`src/rtl/tank_hit_tracker.sv`:
```
`default_nettype none
// ============================================================================
// Module      : tank_hit_tracker
// Description : Hit consumer for the two-player tank game. Tracks per-tank
//               lives and post-hit invulnerability, and runs the round FSM
//               (PLAY / OVER1 / OVER2 / DRAW) that drives the game-over flags.
//               A restart keycode starts a new round once the game-over
//               screen has been held long enough.
// Ports       : frame_clk          - frame-rate clock, posedge active
//               Reset              - asynchronous active-high reset
//               shot_hit           - player-1 bullet struck tank 2
//               shot_hit2          - player-2 bullet struck tank 1
//               keycode[31:0]      - four packed USB keycodes
//               lives1/lives2      - lives remaining per tank
//               hit_flash1/2       - tank invulnerable (sprite blink enable)
//               game_over_display  - tank 1 destroyed (player 2 wins)
//               game_over_display2 - tank 2 destroyed (player 1 wins)
// Revision    : 1.0 - initial release
// ============================================================================
module tank_hit_tracker #(
  parameter int         LIVES            = 3,
  parameter int         COOLDOWN_FRAMES  = 30,
  parameter int         OVER_HOLD_FRAMES = 120,
  parameter logic [7:0] RESTART_KEY      = 8'h2C
) (
  input  logic        frame_clk,
  input  logic        Reset,
  input  logic        shot_hit,
  input  logic        shot_hit2,
  input  logic [31:0] keycode,
  output logic [3:0]  lives1,
  output logic [3:0]  lives2,
  output logic        hit_flash1,
  output logic        hit_flash2,
  output logic        game_over_display,
  output logic        game_over_display2
);

  localparam logic [3:0] c_lives    = 4'(LIVES);
  localparam logic [7:0] c_cooldown = 8'(COOLDOWN_FRAMES);
  localparam logic [7:0] c_hold     = 8'(OVER_HOLD_FRAMES);

  typedef enum logic [1:0] {
    ST_PLAY  = 2'd0,
    ST_OVER1 = 2'd1,
    ST_OVER2 = 2'd2,
    ST_DRAW  = 2'd3
  } state_t;

  state_t     r_state;
  logic       r_shot_q;
  logic       r_shot2_q;
  logic [3:0] r_lives1;
  logic [3:0] r_lives2;
  logic [7:0] r_cool1;
  logic [7:0] r_cool2;
  logic [7:0] r_hold;
  logic       r_flash1;
  logic       r_flash2;
  logic       r_go1;
  logic       r_go2;

  // shot_hit strikes tank 2, shot_hit2 strikes tank 1.
  logic       w_edge2;
  logic       w_edge1;
  logic       w_take1;
  logic       w_take2;
  logic       w_dead1;
  logic       w_dead2;
  logic [7:0] w_cool1_nxt;
  logic [7:0] w_cool2_nxt;
  logic       w_restart;

  assign w_edge2 = shot_hit  & ~r_shot_q;
  assign w_edge1 = shot_hit2 & ~r_shot2_q;

  // A hit is only taken while playing, outside invulnerability and while the
  // tank still has lives; the lives check keeps the counter from wrapping.
  assign w_take1 = (r_state == ST_PLAY) && w_edge1 && (r_cool1 == 8'd0) && (r_lives1 != 4'd0);
  assign w_take2 = (r_state == ST_PLAY) && w_edge2 && (r_cool2 == 8'd0) && (r_lives2 != 4'd0);

  // The taken hit removes the last life.
  assign w_dead1 = w_take1 && (r_lives1 == 4'd1);
  assign w_dead2 = w_take2 && (r_lives2 == 4'd1);

  assign w_cool1_nxt = w_take1 ? c_cooldown :
                       (r_cool1 != 8'd0) ? r_cool1 - 8'd1 : 8'd0;
  assign w_cool2_nxt = w_take2 ? c_cooldown :
                       (r_cool2 != 8'd0) ? r_cool2 - 8'd1 : 8'd0;

  assign w_restart = (keycode[7:0]   == RESTART_KEY) ||
                     (keycode[15:8]  == RESTART_KEY) ||
                     (keycode[23:16] == RESTART_KEY) ||
                     (keycode[31:24] == RESTART_KEY);

  always_ff @(posedge frame_clk or posedge Reset) begin
    if (Reset) begin
      r_state   <= ST_PLAY;
      r_shot_q  <= 1'b0;
      r_shot2_q <= 1'b0;
      r_lives1  <= c_lives;
      r_lives2  <= c_lives;
      r_cool1   <= 8'd0;
      r_cool2   <= 8'd0;
      r_hold    <= 8'd0;
      r_flash1  <= 1'b0;
      r_flash2  <= 1'b0;
      r_go1     <= 1'b0;
      r_go2     <= 1'b0;
    end else begin
      // Edge detectors track the inputs in every state so that a hit held
      // across a restart is not seen as a fresh edge.
      r_shot_q  <= shot_hit;
      r_shot2_q <= shot_hit2;

      case (r_state)
        ST_PLAY: begin
          if (w_take1) r_lives1 <= r_lives1 - 4'd1;
          if (w_take2) r_lives2 <= r_lives2 - 4'd1;

          if (w_dead1 || w_dead2) begin
            // Round ends: invulnerability no longer matters.
            r_state  <= (w_dead1 && w_dead2) ? ST_DRAW :
                        w_dead1 ? ST_OVER1 : ST_OVER2;
            r_go1    <= w_dead1;
            r_go2    <= w_dead2;
            r_hold   <= c_hold;
            r_cool1  <= 8'd0;
            r_cool2  <= 8'd0;
            r_flash1 <= 1'b0;
            r_flash2 <= 1'b0;
          end else begin
            r_cool1  <= w_cool1_nxt;
            r_cool2  <= w_cool2_nxt;
            r_flash1 <= (w_cool1_nxt != 8'd0);
            r_flash2 <= (w_cool2_nxt != 8'd0);
          end
        end

        default: begin
          if (r_hold != 8'd0) begin
            r_hold <= r_hold - 8'd1;
          end else if (w_restart) begin
            r_state  <= ST_PLAY;
            r_lives1 <= c_lives;
            r_lives2 <= c_lives;
            r_go1    <= 1'b0;
            r_go2    <= 1'b0;
          end
        end
      endcase
    end
  end

  assign lives1             = r_lives1;
  assign lives2             = r_lives2;
  assign hit_flash1         = r_flash1;
  assign hit_flash2         = r_flash2;
  assign game_over_display  = r_go1;
  assign game_over_display2 = r_go2;

endmodule
`default_nettype wire

```
`config.mk`:
```
export PLATFORM = sky130hd
export DESIGN_NAME = tank_hit_tracker
export DESIGN_NICKNAME = d
export VERILOG_FILES = /design/src/rtl/tank_hit_tracker.sv
export SDC_FILE = /design/constraint.sdc
export NUM_CORES = 1
export LEC_CHECK = 0
export CAP_MARGIN = 10
export CORE_UTILIZATION = 35
export CTS_CLUSTER_DIAMETER = 50
export DETAILED_ROUTE_END_ITERATION = 16
export GPL_ROUTABILITY_DRIVEN = 0
export PLACE_DENSITY_LB_ADDON = 0.12
export SYNTH_ARGS = -nofsm -noshare
export SYNTH_HDL_FRONTEND = slang
export SYNTH_SLANG_ARGS = --single-unit
export TNS_END_PERCENT = 5
```
`constraint.sdc`:
```
create_clock -name frame_clk -period 4.8 [get_ports frame_clk]
set_clock_uncertainty 0.15 [all_clocks]
set_input_delay 0.96 -clock frame_clk [delete_from_list [all_inputs] [get_ports frame_clk]]
set_output_delay 0.96 -clock frame_clk [all_outputs]
set_load 0.03 [all_outputs]
```
# Word level (Yosys, flattened, before mapping)
# Index checks and enable logic that the tools add are counted.
# classes
add_sub_neg	5
eq_ne	10
muxes	29
bitwise_logic	4
reduce_logical	29
# ops
op	n
$mux 8	9
$reduce_bool 8->1	5
$eq 8x6->1 const B	4
$mux 4	6
$sub 8x1->8 const B	3
$logic_not 8->1	2
$mux 2	6
$logic_and 1x1->1	9
$reduce_and 3->1	3
$eq 4x1->1 const B	2
$mux 1	8
$reduce_bool 4->1	2
$sub 4x1->4 const B	2
$ne 2x2->1 const B	3
$logic_or 1x1->1	4
$reduce_bool 2->1	2
$and 1x1->1	2
$logic_not 2->1	1
$ne 2x1->1 const B	1
$not 1->1	2
$reduce_and 2->1	1
# word_totals
regBits	40
in_bits	36
output_inout_bits	12
wordCells	89

# Longest topological paths before layout
# logic_depth
word_depth	10
mapped_depth	8
mapped_depth_nobuf	7

# Worst setup path before layout
# OpenSTA, ideal clock, no wires.
# synth_timing
path_type	input -> register
startpoint	input keycode[4]
endpoint	register r_lives1[1], in the netlist lives1[1]
setup_time_ns	0.073
t_arrival_ns	2.295
required_time_ns	4.577
path_slack_ns	2.282
path_stages	5
n_path_buf	0
path_cell_list	or4b_1 > o41ai_2 > o41ai_2 > o21bai_1 > a21oi_1
# synth_between
elab_chain_len	6
# synth_rtl
item	line_no	text
from (decl)	30	input logic [31:0] keycode,
$eq 8x6->1	91	assign w_restart = (keycode[7:0] == RESTART_KEY) ||
$logic_or 1x1->1	91	
$logic_or 1x1->1	92	(keycode[15:8] == RESTART_KEY) ||
$logic_or 1x1->1	93	(keycode[23:16] == RESTART_KEY) ||
$reduce_bool 2->1 (no source line)	--	
$reduce_and 3->1 (no source line)	--	
to (signal assigned)	101	r_lives1 <= c_lives;
to (signal assigned)	118	if (w_take1) r_lives1 <= r_lives1 - 4'd1;
to (signal assigned)	145	r_lives1 <= c_lives;
to (decl)	53	logic [3:0] r_lives1;
# No other way between the ends.
# A chain may end at the register's enable or synchronous reset.

# Final worst setup path
# layout_timing
startpoint	input shot_hit2
endpoint	register r_lives1[2], in the netlist lives1[2]
# layout_between
elab_chain_len	6
# layout_rtl
item	line_no	text
from (decl)	29	input logic shot_hit2,
$and 1x1->1	75	assign w_edge1 = shot_hit2 & ~r_shot2_q;
$logic_and 1x1->1 (3 in series)	79	assign w_take1 = (r_state == ST_PLAY) && w_edge1 && (r_cool1 == 8'd0) && (r_lives1 != 4'd0);
$ne 2x2->1 (no source line)	--	
$reduce_and 3->1 (no source line)	--	
# No other way between the ends.

==> impl_metrics.env <==
export IMPL_cap_violations=0
export IMPL_critical_path_most_common_cell="sky130_fd_sc_hd__o21ai_1"
export IMPL_initial_antenna_violation_count=0
export IMPL_grt_pass1_wl_um=10050
export IMPL_timing_critical_path_fanout_max=12
export IMPL_mostFrequentLayoutCells="47 x sky130_fd_sc_hd__clkdlybuf4s50_1, 35 x sky130_fd_sc_hd__dfrtp_1, 28 x sky130_fd_sc_hd__nand2_1"
export IMPL_cts_sinks=39
export IMPL_startpoint="shot_hit2"
export IMPL_post_drt_via_cell_ratio=5.212
export IMPL_synth_top_family_by_area="simple AND/OR/NAND/NOR gates"
export IMPL_yosys_warnings=0
export IMPL_post_layout_total_power_mw=0.6009
export IMPL_floorplan_initialDensity_pct=36.10
export IMPL_cell_variety_after_synth=61
export IMPL_timing_critical_path_slowest_cell_delay_ps=820
export IMPL_cts_hold_buffers_added=0
export IMPL_seq_power_share_pct=55.1
export IMPL_tritoncts="done"
export IMPL_sequential_fraction_of_the_synthesis_area_pct=40.00
export IMPL_setup_worst_path_start_class="input pin"
export IMPL_drt_first_pass_iters=4
export IMPL_aggregate_global_route_resource_usage_pct=17.42
export IMPL_worst_slew_pin_tran_ps=1147
export IMPL_worstPathRequired_ps=4830
export IMPL_fin_crit_ps=3061
export IMPL_timing_hold_violations_final=0
export IMPL_timing_max_transition_violations_final=0
export IMPL_path_class="input pin to register"
export IMPL_stdcell_count=406
export IMPL_worst_ir_drop_vdd_v=0.0001177
export IMPL_setup_repair_after_global_routing_missed_its_margin="false"
export IMPL_dp_worst_setup_slack_ps=1365
export IMPL_synth_edff_count=0
export IMPL_maxClockFrequency_mhz=326.7
export IMPL_ff2ff_setup_slack_ps=1960
export IMPL_synthesis_instances=263
export IMPL_dieHeight_um=85.71
export IMPL_static_leakage_power_nw=1.233
export IMPL_clockPowerShare_pct=37.6
export IMPL_layout_worst_path_cycle_share_pct=63.76
export IMPL_clock_path_buffers=2
export IMPL_per_instance_average_area_after_synthesis_um2=9.325
export IMPL_intPower_mw=0.4589
export IMPL_run_status="complete, no violations"
export IMPL_placement_io_buffers=47
export IMPL_flip_flop_and_latch_count_after_synthesis=39
export IMPL_swShare_pct=23.64
export IMPL_maximum_number_of_pins_on_one_net_before_global_route_repair=23
export IMPL_net_switching_power_mw=0.1420
export IMPL_power_density_of_the_placed_cells_nw_per_um2=195.1
export IMPL_insertion_delay_ps=310
export IMPL_placeableCoreArea_um2=6794
export IMPL_synth_simple_area_share_pct=26.68
export IMPL_reg2reg_path_depth=5
export IMPL_design_area_um2=3080
export IMPL_netlist_area_um2=2452
export IMPL_number_of_instances_in_the_placed_design=398
export IMPL_timing_max_slew_rel_slack_pct=22.71
export IMPL_dp_hpwl_um=4433
export IMPL_antenna_diode_count=0
export IMPL_worst_ep_arrival_time_ps=3090
export IMPL_timing_rr_start="game_over_display"
export IMPL_vias=2116
export IMPL_syn_num_nets=309
export IMPL_first_global_vias=2002
export IMPL_post_synth_fa_ha_maj_area_fraction_pct=5.510
export IMPL_finalSetupTns_ps=0
export IMPL_setup_violating_endpoint_count_in_the_final_report=0
export IMPL_layout_drive_gt1_share_pct=10.65
export IMPL_kind_of_path_behind_the_tightest_hold_check="register to register"
export IMPL_ys_dominant_reg_cell="sky130_fd_sc_hd__dfrtp_1"
export IMPL_post_drt_wl_per_cell_um=14.78
export IMPL_cts_repair_resize_count=0
export IMPL_globalRouteOverflowTotal=0
export IMPL_finalNetCount=355
export IMPL_route_antenna_remaining_nets=0
export IMPL_cts_reportedPaths_clkPinSlew_ps=80
export IMPL_dpl_instance_area_um2=2997
export IMPL_area_delta_synth_final_pct=25.61
export IMPL_initialDrtViolationCount=104
export IMPL_drc=0
export IMPL_cts_buffers_inserted=5
export IMPL_row_count=30
export IMPL_setup_ws_ps=1739
export IMPL_synth_xor_xnor_area_share_pct=1.071
export IMPL_layout_commonest_cell="sky130_fd_sc_hd__clkdlybuf4s50_1"
export IMPL_timing_critical_path_slowest_stage_cell="sky130_fd_sc_hd__nor4b_2"
export IMPL_timing_critical_path_to="lives1[2]"
export IMPL_crit_path_end_kind="register"
export IMPL_crit_reg2reg_capture="lives1[0]"
export IMPL_post_synth_mux_area_share_pct=2.092
export IMPL_wirelength_um=6001
export IMPL_crit_chain="clkdlybuf4s50_1 > nor4b_1 > nor4b_2 > a21oi_1 > o21ai_1 > o21ai_1"
export IMPL_cts_max_level=2
export IMPL_synth_async_reset_ratio_pct=100.0
export IMPL_die_w_um=85.71
export IMPL_power_combinational_fraction_pct=7.3
export IMPL_dieArea_um2=7345
export IMPL_post_cts_setup_buffer_count=0
export IMPL_utilization_pct=45.34
export IMPL_boundaryPins=48
export IMPL_root_buffer="sky130_fd_sc_hd__clkbuf_8"
export IMPL_synth_compound_gate_area_share_pct=19.85
export IMPL_fin_hold_ws_ps=349.0
-- how the worst min path moves through the flow --
stage / start / to / slack (ps) / depth (start not counted)
2_1_floorplan: r_hold[0] / r_hold[0] / 320 / 1
3_3_place_gp: hit_flash2 / hit_flash2 / 330 / 2
3_5_place_dp: hit_flash2 / hit_flash2 / 340 / 2
4_1_cts: hit_flash2 / hit_flash2 / 360 / 2
5_1_grt: r_hold[0] / r_hold[0] / 400 / 1
6_report: hit_flash2 / hit_flash2 / 350 / 2
-- metal layers --
| layer | part of all wire, % | global-route usage [%] |
|---|---|---|
| met1 | 50 | 25.00 |
| met2 | 47 | 26.69 |
| met5 | 0 | 0 |
| met4 | 1.2 | 5.303 |
| met3 | 2.5 | 3.176 |
-- logic make-up after synthesis --
kind of cell / after synthesis
adders and majority gates: 11
xor gates and xnor gates: 3
buffers and inverters: 25
muxes: 5
DFF: 39
and+or+nand+nor: 111
AOI/OAI and AO/OA: 69
-- registers in the layout (all words and copies together), names as in the netlist --
name                cells
game_over_display       1
game_over_display2      1
hit_flash1              1
hit_flash2              1
lives1                  4
lives2                  4
r_cool1                 8
r_cool2                 8
r_hold                  8
r_shot2_q               1
r_shot_q                1
r_state                 1
-- layout make-up --
cell class / count / area, µm²
clock buffers: 5 / 68.82
clock inverters: 3 / 15.01
fillers: 665 / 3714
inverters: 15 / 56.30
multi-input cells: 199 / 1354
flip-flops and latches: 39 / 980.9
well taps: 96 / 120.1
repair buffers: 49 / 485.5
-- power by group through the flow --
stage / Clock [mW] / Sequential [mW] / Combinational, mW
final: 0.226 / 0.331 / 0.0439
after global routing: 0.246 / 0.331 / 0.0474
after CTS: 0.231 / 0.331 / 0.0448
after detailed placement: 0 / 0.337 / 0.0446
after global placement: 0 / 0.337 / 0.0439
after floorplan: 0 / 0.338 / 0.0108
-- critical path, delay by kind of cell --
family | cells | cell delay, ps
compound gates | 3 | 390
buf+inv | 1 | 470
simple gates | 2 | 1280
-- cells in the mapped netlist, drive strengths merged, types with 2 or more instances --
cell type | number | area, µm²
a2111oi | 2 | 17.52
buf | 7 | 50.04
a31oi | 5 | 31.28
xnor2 | 3 | 26.28
or4b | 6 | 67.57
or3 | 8 | 50.05
clkbuf | 3 | 11.26
inv | 15 | 56.30
o22ai | 3 | 18.77
o21ai | 28 | 143.9
nor4 | 6 | 52.55
ha | 10 | 125.1
nor2 | 14 | 52.55
or4 | 2 | 18.77
a22o | 3 | 26.28
a21oi | 8 | 47.55
nor3 | 7 | 40.04
nand2 | 29 | 111.4
mux2i | 4 | 40.04
nand4 | 2 | 12.51
a32oi | 2 | 17.52
nand3 | 19 | 95.09
dfstp | 4 | 105.1
or2 | 2 | 12.52
dfrtp | 35 | 875.8
and3 | 2 | 12.51
nor3b | 3 | 22.52
nor4b | 7 | 73.82
o31ai | 5 | 42.54
o41ai | 3 | 41.29
Power figures use the tool's default switching activity.
